$ cat src/rtl/uart_pkg.sv
// rtl/uart_pkg.sv - shared UART scheduler state encoding and constants
package uart_pkg;

  typedef enum logic [1:0] {
    ST_IDLE      = 2'd0,
    ST_WAIT_BUSY = 2'd1,
    ST_WAIT_DONE = 2'd2
  } uart_state_t;

  // tx_status level reported by the sender when it is not shifting
  localparam logic TX_IDLE = 1'b1;

  localparam logic [31:0] UART_TXD_ADDR    = 32'h4000_0018;
  localparam logic [31:0] UART_STATUS_ADDR = 32'h4000_001C;
  localparam logic [31:0] UART_CTRL_ADDR   = 32'h4000_0020;

endpackage

$ cat src/rtl/uart_rr_arbiter.sv
// rtl/uart_rr_arbiter.sv - combinational round-robin pick starting after the last grant
module uart_rr_arbiter
  import uart_pkg::*;
#(
  parameter  int N_REQ = 2,
  localparam int IDX_W = $clog2(N_REQ)
) (
  input  logic [N_REQ-1:0] req,
  input  logic [IDX_W-1:0] last,
  output logic [N_REQ-1:0] grant,
  output logic [IDX_W-1:0] grant_idx,
  output logic             grant_vld
);

  logic [IDX_W-1:0] cand;

  always_comb begin
    grant     = '0;
    grant_idx = '0;
    grant_vld = 1'b0;
    cand      = '0;
    // Walk last+1, last+2, ... wrapping, so the previous winner is checked last
    for (int k = 1; k <= N_REQ; k++) begin
      cand = IDX_W'((int'(last) + k) % N_REQ);
      if (!grant_vld && req[cand]) begin
        grant_vld   = 1'b1;
        grant[cand] = 1'b1;
        grant_idx   = cand;
      end
    end
  end

endmodule

$ cat src/rtl/uart_tx_scheduler.sv
// rtl/uart_tx_scheduler.sv - shares one UART sender between requesters, tracks launch and completion
module uart_tx_scheduler
  import uart_pkg::*;
#(
  parameter  int N_REQ   = 2,
  parameter  int TIMEOUT = 64,
  localparam int IDX_W   = $clog2(N_REQ)
) (
  input  logic               CLK,
  input  logic               Reset_n,
  input  logic [N_REQ-1:0]   req,
  input  logic [8*N_REQ-1:0] req_data,
  output logic [N_REQ-1:0]   ack,
  output logic [N_REQ-1:0]   done,
  output logic               tx_en,
  output logic [7:0]         tx_data,
  input  logic               tx_status,
  output logic               busy,
  output logic [IDX_W-1:0]   owner,
  output logic               err,
  input  logic               err_clr
);

  localparam int TMO_W = $clog2(TIMEOUT);

  uart_state_t      state, state_nx;
  logic [IDX_W-1:0] rr_ptr, rr_ptr_nx;
  logic [TMO_W-1:0] tmo_cnt, tmo_nx;
  logic [N_REQ-1:0] ack_nx, done_nx;
  logic             tx_en_nx, err_nx, tmo_hit;
  logic [7:0]       tx_data_nx, sel_byte;
  logic [IDX_W-1:0] owner_nx;
  logic [N_REQ-1:0] grant;
  logic [IDX_W-1:0] grant_idx;
  logic             grant_vld;

  uart_rr_arbiter #(.N_REQ(N_REQ)) u_arb (
    .req       (req),
    .last      (rr_ptr),
    .grant     (grant),
    .grant_idx (grant_idx),
    .grant_vld (grant_vld)
  );

  always_comb begin
    sel_byte = '0;
    for (int i = 0; i < N_REQ; i++) begin
      if (grant[i]) sel_byte = req_data[8*i +: 8];
    end
  end

  assign busy = (state != ST_IDLE);

  always_comb begin
    state_nx   = state;
    rr_ptr_nx  = rr_ptr;
    tmo_nx     = tmo_cnt;
    ack_nx     = '0;
    done_nx    = '0;
    tx_en_nx   = 1'b0;
    tx_data_nx = tx_data;
    owner_nx   = owner;
    tmo_hit    = 1'b0;
    case (state)
      ST_IDLE: begin
        if (tx_status == TX_IDLE && grant_vld) begin
          tx_en_nx   = 1'b1;
          ack_nx     = grant;
          tx_data_nx = sel_byte;
          owner_nx   = grant_idx;
          rr_ptr_nx  = grant_idx;
          tmo_nx     = '0;
          state_nx   = ST_WAIT_BUSY;
        end
      end
      ST_WAIT_BUSY: begin
        // Sender going busy on the terminal count still counts as a clean launch
        if (tx_status != TX_IDLE) begin
          state_nx = ST_WAIT_DONE;
        end else if (tmo_cnt == TMO_W'(TIMEOUT - 1)) begin
          tmo_hit  = 1'b1;
          state_nx = ST_IDLE;
        end else begin
          tmo_nx = tmo_cnt + 1'b1;
        end
      end
      ST_WAIT_DONE: begin
        if (tx_status == TX_IDLE) begin
          done_nx  = N_REQ'(1) << owner;
          state_nx = ST_IDLE;
        end
      end
      default: state_nx = ST_IDLE;
    endcase
    err_nx = err;
    if (tmo_hit) err_nx = 1'b1;
    if (err_clr) err_nx = 1'b0;
  end

  always_ff @(posedge CLK or negedge Reset_n) begin
    if (!Reset_n) begin
      state   <= ST_IDLE;
      rr_ptr  <= IDX_W'(N_REQ - 1);
      tmo_cnt <= '0;
      ack     <= '0;
      done    <= '0;
      tx_en   <= 1'b0;
      tx_data <= 8'h00;
      owner   <= '0;
      err     <= 1'b0;
    end else begin
      state   <= state_nx;
      rr_ptr  <= rr_ptr_nx;
      tmo_cnt <= tmo_nx;
      ack     <= ack_nx;
      done    <= done_nx;
      tx_en   <= tx_en_nx;
      tx_data <= tx_data_nx;
      owner   <= owner_nx;
      err     <= err_nx;
    end
  end

endmodule

$ cat config.mk
export PLATFORM = sky130hd
export DESIGN_NAME = uart_tx_scheduler
export DESIGN_NICKNAME = d
export VERILOG_FILES = /design/src/rtl/uart_pkg.sv /design/src/rtl/uart_rr_arbiter.sv /design/src/rtl/uart_tx_scheduler.sv
export SDC_FILE = /design/constraint.sdc
export NUM_CORES = 1
export LEC_CHECK = 0
export BUFFER_PORTS_ARGS = -buffer_cell sky130_fd_sc_hd__buf_2
export CORE_MARGIN = 8
export CORE_UTILIZATION = 45
export CTS_BUF_LIST = sky130_fd_sc_hd__clkbuf_4 sky130_fd_sc_hd__clkbuf_8
export DETAILED_ROUTE_END_ITERATION = 6
export GPL_TIMING_DRIVEN = 0
export MAX_ROUTING_LAYER = met4
export PLACE_DENSITY = 0.71
export SYNTH_ARGS = -nofsm -noshare
export SYNTH_HDL_FRONTEND = slang
export SYNTH_HIERARCHICAL = 1
export SYNTH_SLANG_ARGS = --single-unit
$ cat constraint.sdc
create_clock -name CLK -period 3.8 [get_ports CLK]
set_clock_uncertainty 0.05 [all_clocks]
set_input_delay 0.76 -clock CLK [delete_from_list [all_inputs] [get_ports CLK]]
set_output_delay 0.76 -clock CLK [all_outputs]
set_load 0.005 [all_outputs]
==> flow_metrics.py, run 1 <==
metrics = {
    "outcome": {
        "status": "complete, no violations",
    },
    "synthesis": {
        "ys_ff_latch": 24,
        "avgSynthCellArea_sq_um": 10.1,
        "synth_edf_count": 0,
        "synth-main-ff-cell": "dfrtp_1",
        "syn_area_sq_mm": 0.00113,
        "syn_nets": 135,
        "ys_warn_count": 6,
        "syn-instance-count": 112,
        "synth_cell_types": 36,
        "synthArstFlopShare_pct": 100,
        "yosysSeqAreaShare_pct": 53.4,
    },
    "drt": {
        "vias": 962,
        "postRouteAntennaNets": 0,
        "via_per_inst": 5.26,
        "routed_wl_um": 2590,
        "post_drt_wl_per_cell_um": 14.1,
        "first_iter_violations": 37,
        "post-route-drc-count": 0,
        "firstDrtPassIters": 4,
    },
    "sta": {
        "max_freq_mhz": 470,
        "worstMarginPinSlew_ns": 0.615,
        "finalSetupViolCount": 0,
        "setup_tns_ns": 0,
        "finalCriticalPeriod_ns": 2.13,
        "hold_ws_ns": 0.345,
        "finalHoldViolations": 0,
        "min_period_over_period_pct": 55.9,
        "rsz0062_at_grt": "no",
        "final_max_slew_viol_count": 0,
        "maxSlewHeadroom_pct": 58.6,
        "fin_ws_ns": 1.67,
    },
    "final_layout": {
        "drive_gt1_share_pct": 34.0,
        "final_nets": 177,
        "areaGrowthSynthToFinish_pct": 22.4,
        "diodes": 0,
        "final_util_pct": 56.7,
    },
    "die": {
        "die_x_um": 66.1,
        "dieArea_sq_mm": 0.00436,
        "die_h_um": 66.1,
        "core_sq_mm": 0.00243,
        "initial_utilization_pct": 46.3,
        "ios": 38,
        "rows": 18,
    },
    "global_route": {
        "gr-usage-met1_pct": 14.5,
        "met3_usage_pct": 2.71,
        "use_met2_pct": 20.5,
        "gr-max-usage-layer": "met2",
        "grt_start_max_net_pins": 25,
        "grt_antenna_before_repair": 0,
        "grt_pass1_vias": 964,
        "grt_remaining_overflow": 0,
        "grt.total_usage_pct": 12.5,
        "grt_pass1_wl_um": 4280,
    },
    "worst_setup_path": {
        "crit_buf_inv": 2,
        "worst_r2r_path_depth": 6,
        "crit_cells": 3,
        "crit_required_ns": 2.99,
        "worst-setup-path-type": "reg2out",
        "arrival_ns": 1.32,
        "crit_family": "flip-flops",
        "critPathSlowestCell": "dfrtp_1",
        "cp_max_fo": 10,
        "critPathMaxStageDelay_ns": 0.40,
        "critPathLaunchType": "register",
        "crit_chain": "buf_4, or2_2, buf_2",
        "cp-end-kind": "primary output",
    },
    "clocking": {
        "tritoncts": "done",
        "htree_levels": 1,
        "hold_buffers": 0,
        "clock_latency_ns": 0.31,
        "clock-sinks": 24,
        "cts.reportedPaths.clkPinSlew_ns": 0.14,
        "post-cts-setup-buffers": 0,
        "numCtsBuffers": 3,
        "root_buffer": "clkbuf_4",
        "post_cts.resized_instances": 0,
        "clockBufferDepth": 2,
    },
    "placement": {
        "port_buffers": 37,
        "place_ws_ns": 1.72,
        "routabilityCongestion": 0.773,
        "hpwl_um": 1950,
    },
    "power": {
        "p_per_area_mw_per_mm2": 473,
        "power.leakage_nw": 0.684,
        "p_total_mw": 0.652,
        "ir_worst_vdd_v": 0.000273,
    },
    "flow_run": {
        "max_cap_violations": 0,
    },
    "worst_hold_path": {
        "worstHoldPathType": "in2async",
    },
}
## cell type report
cell class	count	area, sq um
Buffer	6	38.8
Clock buffer	4	30.0
Fill cell	227	1050
Inverter	3	11.3
Multi-Input combinational cell	79	475
Sequential cell	24	602
Tap cell	30	37.5
Timing Repair Buffer	37	185
## synthesized netlist by cell type, types with 2 or more instances
master	instances	area share (%)
a21boi_0	2	1.3
a21oi_1	10	4.4
a22oi_1	7	4.7
and2_1	3	1.7
buf_4	2	1.3
clkbuf_1	2	0.67
dfrtp_1	23	51
inv_1	3	1.0
nand2_1	6	2.0
nand3_1	4	1.8
nor2_1	16	5.3
nor3b_1	2	1.3
o21ai_0	7	3.1
o31ai_1	2	1.3
or2_2	2	1.1
## routing by layer
| metal | up-vias | wire [um] | share of wire (%) |
|---|---|---|---|
| li1 | 479 | - | - |
| met1 | 456 | 1150 | 44 |
| met2 | 23 | 1280 | 49 |
| met3 | 4 | 133 | 5.1 |
| met4 | 0 | 30 | 1.2 |
| met5 | - | 0 | 0 |
## stage by stage
step           area [sq um]  std cells
2_1_floorplan          1130        112
3_3_place_gp           1350        179
3_5_place_dp           1350        179
6_report               1380        183
5_1_grt                1380        183
4_1_cts                1380        183
## registers in the layout, indices dropped and copies added, names as in the netlist
signal / cells
owner: 1
state: 2
tx_en: 1
tmo_cnt: 6
err: 1
rr_ptr: 1
ack: 2
done: 2
tx_data: 8
## worst register-to-register path: cells and delay by family (launching register included)
kind                   cells  cell delay [ns]
flip-flops                 1             0.58
buffers and inverters      2             0.32
AO/OA/AOI/OAI              3             0.52
AND/OR/NAND/NOR            1             0.16
## worst paths after layout
path | slack, ns | to | start
max in group asynchronous | 2.98 | rr_ptr | Reset_n
hold reg to reg | 0.44 | done[0] | owner
min in group CLK | 0.44 | done[0] | owner
hold / removal | 0.34 | done[1] | Reset_n
setup / recovery | 1.67 | busy | state[0]
setup reg to reg | 2.10 | tx_data[2] | rr_ptr
## logic make-up after synthesis
kind of cell / Yosys count / share of synthesized area, %
flip-flops: 24 / 53.4
buffers and inverters: 9 / 4.44
XOR/XNOR: 1 / 0.777
AND/OR/NAND/NOR: 44 / 22.2
AO/OA/AOI/OAI: 33 / 18.1
adder cells (fa/ha/maj): 1 / 1.11
## layout by cell type (no fill, tap or decap), types with 2 or more instances in the layout
master    count
dfrtp_1      23
a22oi_1       7
nor2_1       16
a21oi_1      10
or2_2         2
buf_2        38
and2_1        3
nand2_1       6
clkbuf_1      2
clkbuf_4      4
nor3b_1       2
o31ai_1       2
o21ai_0       7
buf_4         2
inv_1         3
a21boi_0      2
nand3_1       4
## report_power, final
group          leakage (nW)  internal, mW  total, mW  switching, mW
Clock                0.0184        0.0481      0.126         0.0779
Combinational         0.362        0.0872      0.179         0.0913
Sequential            0.304         0.311      0.348         0.0365
No activity file was read; power rests on OpenSTA's default activity.
==> inputs of run 2 (changes only) <==
--- a/config.mk
+++ b/config.mk
@@ -5,6 +5,7 @@
 export SDC_FILE = /design/constraint.sdc
 export NUM_CORES = 1
 export LEC_CHECK = 0
+export ABC_AREA = 1
 export BUFFER_PORTS_ARGS = -buffer_cell sky130_fd_sc_hd__buf_2
 export CORE_MARGIN = 8
 export CORE_UTILIZATION = 45
==> constraint.sdc (replaced) <==
create_clock -name CLK -period 2 [get_ports CLK]
set_clock_uncertainty 0.05 [all_clocks]
set_input_delay 0.4 -clock CLK [delete_from_list [all_inputs] [get_ports CLK]]
set_output_delay 0.4 -clock CLK [all_outputs]
set_load 0.005 [all_outputs]
==> run 2 against run 1 <==
The flow now finishes with violations (negative hold slack). Total power grew 130%. Global-route usage up 0.29 points. Final cell count increased by 10%. Hold slack worse by 0.35 ns. Critical path type unchanged. Critical endpoint unchanged. Largest cell class unchanged.
==> flow_metrics.py, run 2 <==
metrics = {
    "synthesis": {
        "ys_ff_latch": 24,
        "synth_cell_types": 24,
        "ys_warn_count": 6,
        "synth_top_area_share_pct": 50.8,
        "yosysSeqAreaShare_pct": 53.1,
        "syn-instance-count": 131,
        "synth-main-ff-cell": "dfrtp_1",
        "synth_common_cells": "nand2_1 (36), dfrtp_1 (23), inv_1 (18)",
        "syn_nets": 154,
        "yosysTopAreaCell": "dfrtp_1",
        "synth_area_leaders": "dfrtp_1 (51%), nand2_1 (12%), inv_1 (6.0%), a22oi_1 (5.3%), o21ai_1 (4.9%)",
        "avgSynthCellArea_sq_um": 8.65,
        "synth_edf_count": 0,
        "synthArstFlopShare_pct": 100,
        "syn_area_sq_mm": 0.00113,
        "synth_most_common_cell": "nand2_1",
    },
    "final_layout": {
        "drive_gt1_share_pct": 31.4,
        "postLayoutCellArea_sq_mm": 0.00141,
        "largest_register_ffs": 8,
        "diodes": 0,
        "multi_input_area_sq_um": 437,
        "final_cells": 202,
        "final_util_pct": 57.9,
        "top_register": "tx_data",
        "fillers": 247,
        "layout_commonest_cell": "buf_2",
        "top_regs": "tx_data x8, tmo_cnt x6",
        "final_nets": 196,
        "seqCellArea_sq_um": 602,
        "areaGrowthSynthToFinish_pct": 24.3,
        "layout_common_cells": "buf_2 (38), nand2_1 (36), dfrtp_1 (23)",
    },
    "worst_setup_path": {
        "crit_required_ns": 1.55,
        "cp-end-kind": "primary output",
        "cp_max_fo": 5,
        "cp-endpoint": "busy",
        "r2r_slack_ns": 0.59,
        "crit_chain": "nor2_2, inv_1, buf_2",
        "critPathLaunchType": "register",
        "worst_r2r_path_depth": 5,
        "crit_start": "state[0]",
        "critPathMaxStageDelay_ns": 0.45,
        "r2r_start": "rr_ptr",
        "arrival_ns": 1.07,
        "reg2reg_to": "tx_data[3]",
        "worst-setup-path-type": "reg2out",
        "critPathSlowestCell": "dfrtp_1",
    },
    "power": {
        "p_per_area_mw_per_mm2": 1080,
        "power.leakage_nw": 0.793,
        "ir_worst_vdd_v": 0.000635,
        "p_total_mw": 1.52,
    },
    "die": {
        "dieArea_sq_mm": 0.00438,
        "initial_utilization_pct": 46.6,
        "core_sq_mm": 0.00243,
        "die_x_um": 66.2,
        "rows": 18,
        "die_h_um": 66.2,
        "ios": 38,
    },
    "sta": {
        "finalSetupViolCount": 0,
        "final_max_slew_viol_count": 0,
        "rsz0062_at_grt": "no",
        "min_period_over_period_pct": 76.0,
        "maxSlewHeadroom_pct": 64.7,
        "fin_ws_ns": 0.480,
        "finalCriticalPeriod_ns": 1.52,
        "setup_tns_ns": 0,
        "worstMarginPinSlew_ns": 0.530,
        "hold_ws_ns": -0.00680,
        "finalHoldViolations": 13,
        "max_freq_mhz": 658,
    },
    "global_route": {
        "grt_pass1_vias": 1073,
        "grt_antenna_before_repair": 0,
        "grt_pass1_wl_um": 4350,
        "grt_start_max_net_pins": 25,
        "grt_remaining_overflow": 0,
        "grt.total_usage_pct": 12.8,
    },
    "flow_run": {
        "max_cap_violations": 0,
    },
    "outcome": {
        "status": "complete, but fails checks",
        "violations": "negative hold slack",
    },
    "clocking": {
        "post_cts.resized_instances": 0,
        "clockBufferDepth": 2,
        "post-cts-setup-buffers": 0,
        "clock_latency_ns": 0.31,
        "numCtsBuffers": 3,
        "root_buffer": "clkbuf_4",
        "tritoncts": "done",
        "cts.reportedPaths.clkPinSlew_ns": 0.13,
        "htree_levels": 1,
        "hold_buffers": 0,
        "clock-sinks": 24,
    },
    "drt": {
        "via_per_inst": 4.96,
        "firstDrtPassIters": 4,
        "routed_wl_um": 2430,
        "post-route-drc-count": 0,
        "first_iter_violations": 66,
        "postRouteAntennaNets": 0,
        "vias": 1001,
        "post_drt_wl_per_cell_um": 12.0,
    },
    "placement": {
        "placed_cell_area_sq_mm": 0.00136,
        "port_buffers": 37,
        "hpwl_um": 1890,
        "routabilityCongestion": 0.776,
        "placed_cells": 198,
        "place_ws_ns": 0.552,
    },
    "worst_hold_path": {
        "worstHoldPathType": "in2async",
    },
}
run 2: power by group:
| group | internal, mW | switching, mW |
|---|---|---|
| clock | 0.203 | 0.141 |
| sequential | 0.622 | 0.104 |
| combinational | 0.203 | 0.248 |
| total | 1.03 | 0.493 |
run 2: routing by layer:
layer	vias up	track usage [%]	wire length, um
met5	-	-	0
met2	29	19.7	1150
met3	4	2.20	77
met1	465	16.1	1170
met4	0	5.60	36
li1	503	-	-
run 2: how the worst min path moves through the flow:
stage               startpoint  slack [ns]         end  cells after the start
floorplan              Reset_n        0.05      ack[0]                      0
global placement       Reset_n        0.36  tmo_cnt[2]                      1
detailed placement     Reset_n        0.37  tmo_cnt[3]                      1
CTS                    Reset_n       0.006  tmo_cnt[3]                      1
global route           Reset_n       0.009     done[0]                      1
finish                 Reset_n      -0.007  tmo_cnt[2]                      1
run 2: cell families (layout without fill, tap and decap cells):
logic type / count (synthesis) / after routing / share of synthesized area (%)
AO/OA/AOI/OAI: 24 / 24 / 12.7
XOR/XNOR: 1 / 1 / 0.773
adder cells (fa/ha/maj): 1 / 1 / 1.10
flip-flops: 24 / 24 / 53.1
buffers and inverters: 22 / 63 / 8.39
AND/OR/NAND/NOR: 59 / 59 / 24.0
run 2: critical path, delay by kind of cell, from the launching register on:
family | cells | cell delay, ns
flops | 1 | 0.45
buf+inv | 2 | 0.16
simple gates | 1 | 0.14
run 2: final cells by class:
| cell class | instances | share of cell area [%] |
|---|---|---|
| buffer | 3 | 1.69 |
| sequential | 24 | 42.7 |
| inverter | 19 | 5.06 |
| clock buffer | 3 | 1.60 |
| multi-input combinational | 85 | 31.0 |
| timing repair buffer | 37 | 13.1 |
| tap | 30 | 2.66 |
| clock inverter | 1 | 2.13 |
==> inputs of run 3 (changes only) <==
--- a/config.mk
+++ b/config.mk
@@ -13,7 +13,7 @@
 export DETAILED_ROUTE_END_ITERATION = 6
 export GPL_TIMING_DRIVEN = 0
 export MAX_ROUTING_LAYER = met4
-export PLACE_DENSITY = 0.71
+export PLACE_DENSITY = 0.73
 export SYNTH_ARGS = -nofsm -noshare
 export SYNTH_HDL_FRONTEND = slang
 export SYNTH_HIERARCHICAL = 1
==> constraint.sdc (replaced) <==
create_clock -name CLK -period 1.26 [get_ports CLK]
set_clock_uncertainty 0.05 [all_clocks]
set_input_delay 0.252 -clock CLK [delete_from_list [all_inputs] [get_ports CLK]]
set_output_delay 0.252 -clock CLK [all_outputs]
set_load 0.005 [all_outputs]
==> run 3 against run 2 <==
The flow finishes with violations (negative setup slack). Die area unchanged. Final cell count up 6.9%. Design area up 18%. Clock power up 18%. Critical endpoint is now tx_data[6]. Largest power group unchanged.
==> flow_metrics.py, run 3 (same netlist as run 2, synthesis figures left out) <==
metrics = {
    "worst_setup_path": {
        "cp-end-kind": "register",
        "critPathMaxStageDelay_ns": 0.60,
        "arrival_ns": 1.62,
        "crit_top_cell": "buf_6",
        "worst-setup-path-type": "reg2reg",
        "critPathLaunchType": "register",
        "crit_chain": "a21oi_4, buf_6, nor2_4, buf_6, a22oi_2, o21ai_1",
        "crit_required_ns": 1.45,
        "critPathSlowestCell": "dfstp_2",
        "cp_max_fo": 8,
    },
    "clocking": {
        "root_buffer": "clkbuf_4",
        "clockBufferDepth": 2,
        "clock_latency_ns": 0.30,
        "htree_levels": 1,
        "clock-sinks": 24,
        "tritoncts": "done",
        "cts.reportedPaths.clkPinSlew_ns": 0.13,
        "numCtsBuffers": 3,
    },
    "power": {
        "p_per_area_mw_per_mm2": 1570,
        "ir_worst_vdd_v": 0.00111,
        "swShare_pct": 35.6,
        "p_seq_share_pct": 43.6,
        "intPower_mw": 1.68,
        "p_total_mw": 2.62,
        "pwr-share-comb_pct": 41.0,
        "power.leakage_nw": 0.889,
        "power_switching_mw": 0.931,
        "clockPowerShare_pct": 15.4,
    },
    "sta": {
        "maxSlewHeadroom_pct": 64.6,
        "finalCriticalPeriod_ns": 1.42,
        "final_max_slew_viol_count": 0,
        "max_freq_mhz": 703,
        "rsz0062_at_grt": "yes",
        "worstMarginPinSlew_ns": 0.531,
        "min_period_over_period_pct": 113,
        "finalHoldViolations": 0,
        "fin_ws_ns": -0.163,
        "finalSetupViolCount": 11,
        "setup_tns_ns": -1.00,
    },
    "global_route": {
        "grt_antenna_before_repair": 0,
        "grt_start_max_net_pins": 25,
        "grt_remaining_overflow": 0,
        "grt_pass1_vias": 1079,
        "grt_pass1_wl_um": 4620,
        "grt.total_usage_pct": 13.4,
    },
    "final_layout": {
        "diodes": 0,
        "areaGrowthSynthToFinish_pct": 46.6,
        "top_register": "tx_data",
        "final_cells": 216,
        "drive_gt1_share_pct": 47.3,
        "final_nets": 210,
        "top_regs": "tx_data x8, tmo_cnt x6",
        "layout_commonest_cell": "buf_2",
        "multi_input_area_sq_um": 572,
        "largest_register_ffs": 8,
        "fillers": 186,
        "layout_common_cells": "buf_2 (37), nand2_1 (26), dfrtp_1 (22)",
        "seqCellArea_sq_um": 603,
    },
    "drt": {
        "routed_wl_um": 2920,
        "first_iter_violations": 31,
        "vias": 1092,
        "post-route-drc-count": 0,
        "via_per_inst": 5.06,
        "firstDrtPassIters": 4,
        "postRouteAntennaNets": 0,
        "post_drt_wl_per_cell_um": 13.5,
    },
    "placement": {
        "routabilityCongestion": 0.807,
        "placed_cells": 198,
        "hpwl_um": 1900,
        "port_buffers": 37,
    },
    "die": {
        "die_x_um": 66.2,
        "die_h_um": 66.2,
        "rows": 18,
        "ios": 38,
        "dieArea_sq_mm": 0.00438,
        "core_sq_mm": 0.00243,
        "initial_utilization_pct": 46.6,
    },
    "outcome": {
        "violations": "negative setup slack",
        "status": "complete, but fails checks",
    },
    "flow_run": {
        "max_cap_violations": 0,
    },
    "worst_hold_path": {
        "worstHoldPathType": "in2reg",
    },
}
==> run 3: changes by cell type in the layout (fill, tap and decap cells not counted), moves of 3 or more <==
cell     change
nand2_1     -10
buf_4        +8
nand2_2      +7
a22oi_1      -4
a22oi_2      +4
nand2_4      +4
nand3_1      -3
nor2_4       +3
==> run 3: what timing repair did <==
action                                 in CTS  in global routing
pin swaps                                   7                 15
hold buffers                                1                  1
endpoints found under the hold margin      23                  1
cloned                                      1                  1
setup endpoints to repair                  17                 17
setup buffers                               5                  5
gates resized for setup                    11                 25
==> run 3: worst paths after layout <==
kind / startpoint / endpoint / slack [ns] / cells past startpoint
worst max-delay path: rr_ptr / tx_data[6] / -0.16 / 6
min in group asynchronous: Reset_n / done[0] / 0.39 / 2
max in group asynchronous: Reset_n / tmo_cnt[0] / 0.39 / 2
worst min register to register: owner / done[0] / 0.41 / 1
worst max register to register: rr_ptr / tx_data[6] / -0.16 / 6
worst min-delay path: tx_status / state[1] / 0.08 / 2
==> run 3: metrics by stage <==
step / hold slack, ns / cell area [sq um] / util, % / setup slack [ns]
after floorplan: -0.0936 / 1130 / - / 0.0320
after global placement: 0.205 / 1360 / 55.8 / -0.0727
after detailed placement: 0.221 / 1360 / 55.8 / -0.128
after CTS: 0.0196 / 1510 / 61.9 / -0.0907
after global routing: 0.0749 / 1660 / 68.3 / -0.210
final: 0.0826 / 1660 / 68.3 / -0.163
==> run 3: cell type report <==
type,instances,share of cell area [%]
Tap cell,30,2.26
Multi-Input combinational cell,86,34.4
Inverter,19,4.29
Clock buffer,4,2.18
Timing Repair Buffer,50,18.5
Sequential cell,24,36.3
Buffer,3,2.03
==> run 3: per-layer routing <==
| layer | GRT usage (%) | up-vias | share of wire (%) |
|---|---|---|---|
| li1 | - | 531 | - |
| met1 | 16.8 | 526 | 44 |
| met2 | 21.5 | 33 | 52 |
| met3 | 1.86 | 2 | 3.3 |
| met4 | 4.53 | 0 | 0.34 |
| met5 | - | - | 0 |
==> run 3: worst max-delay path: cells and delay by family, from the launching register on <==
family	cells	cell delay (ns)
flops	1	0.60
buf+inv	2	0.26
simple gates	1	0.23
compound gates	3	0.22
==> run 3: power by group through the flow <==
stage                     Sequential, mW  Clock, mW  Combinational [mW]
final                               1.14      0.404                1.07
after global routing                1.16      0.450                1.19
after CTS                           1.13      0.412               0.907
after detailed placement            1.16          0               0.735
after floorplan                     1.16          0               0.414
after global placement              1.15          0               0.716
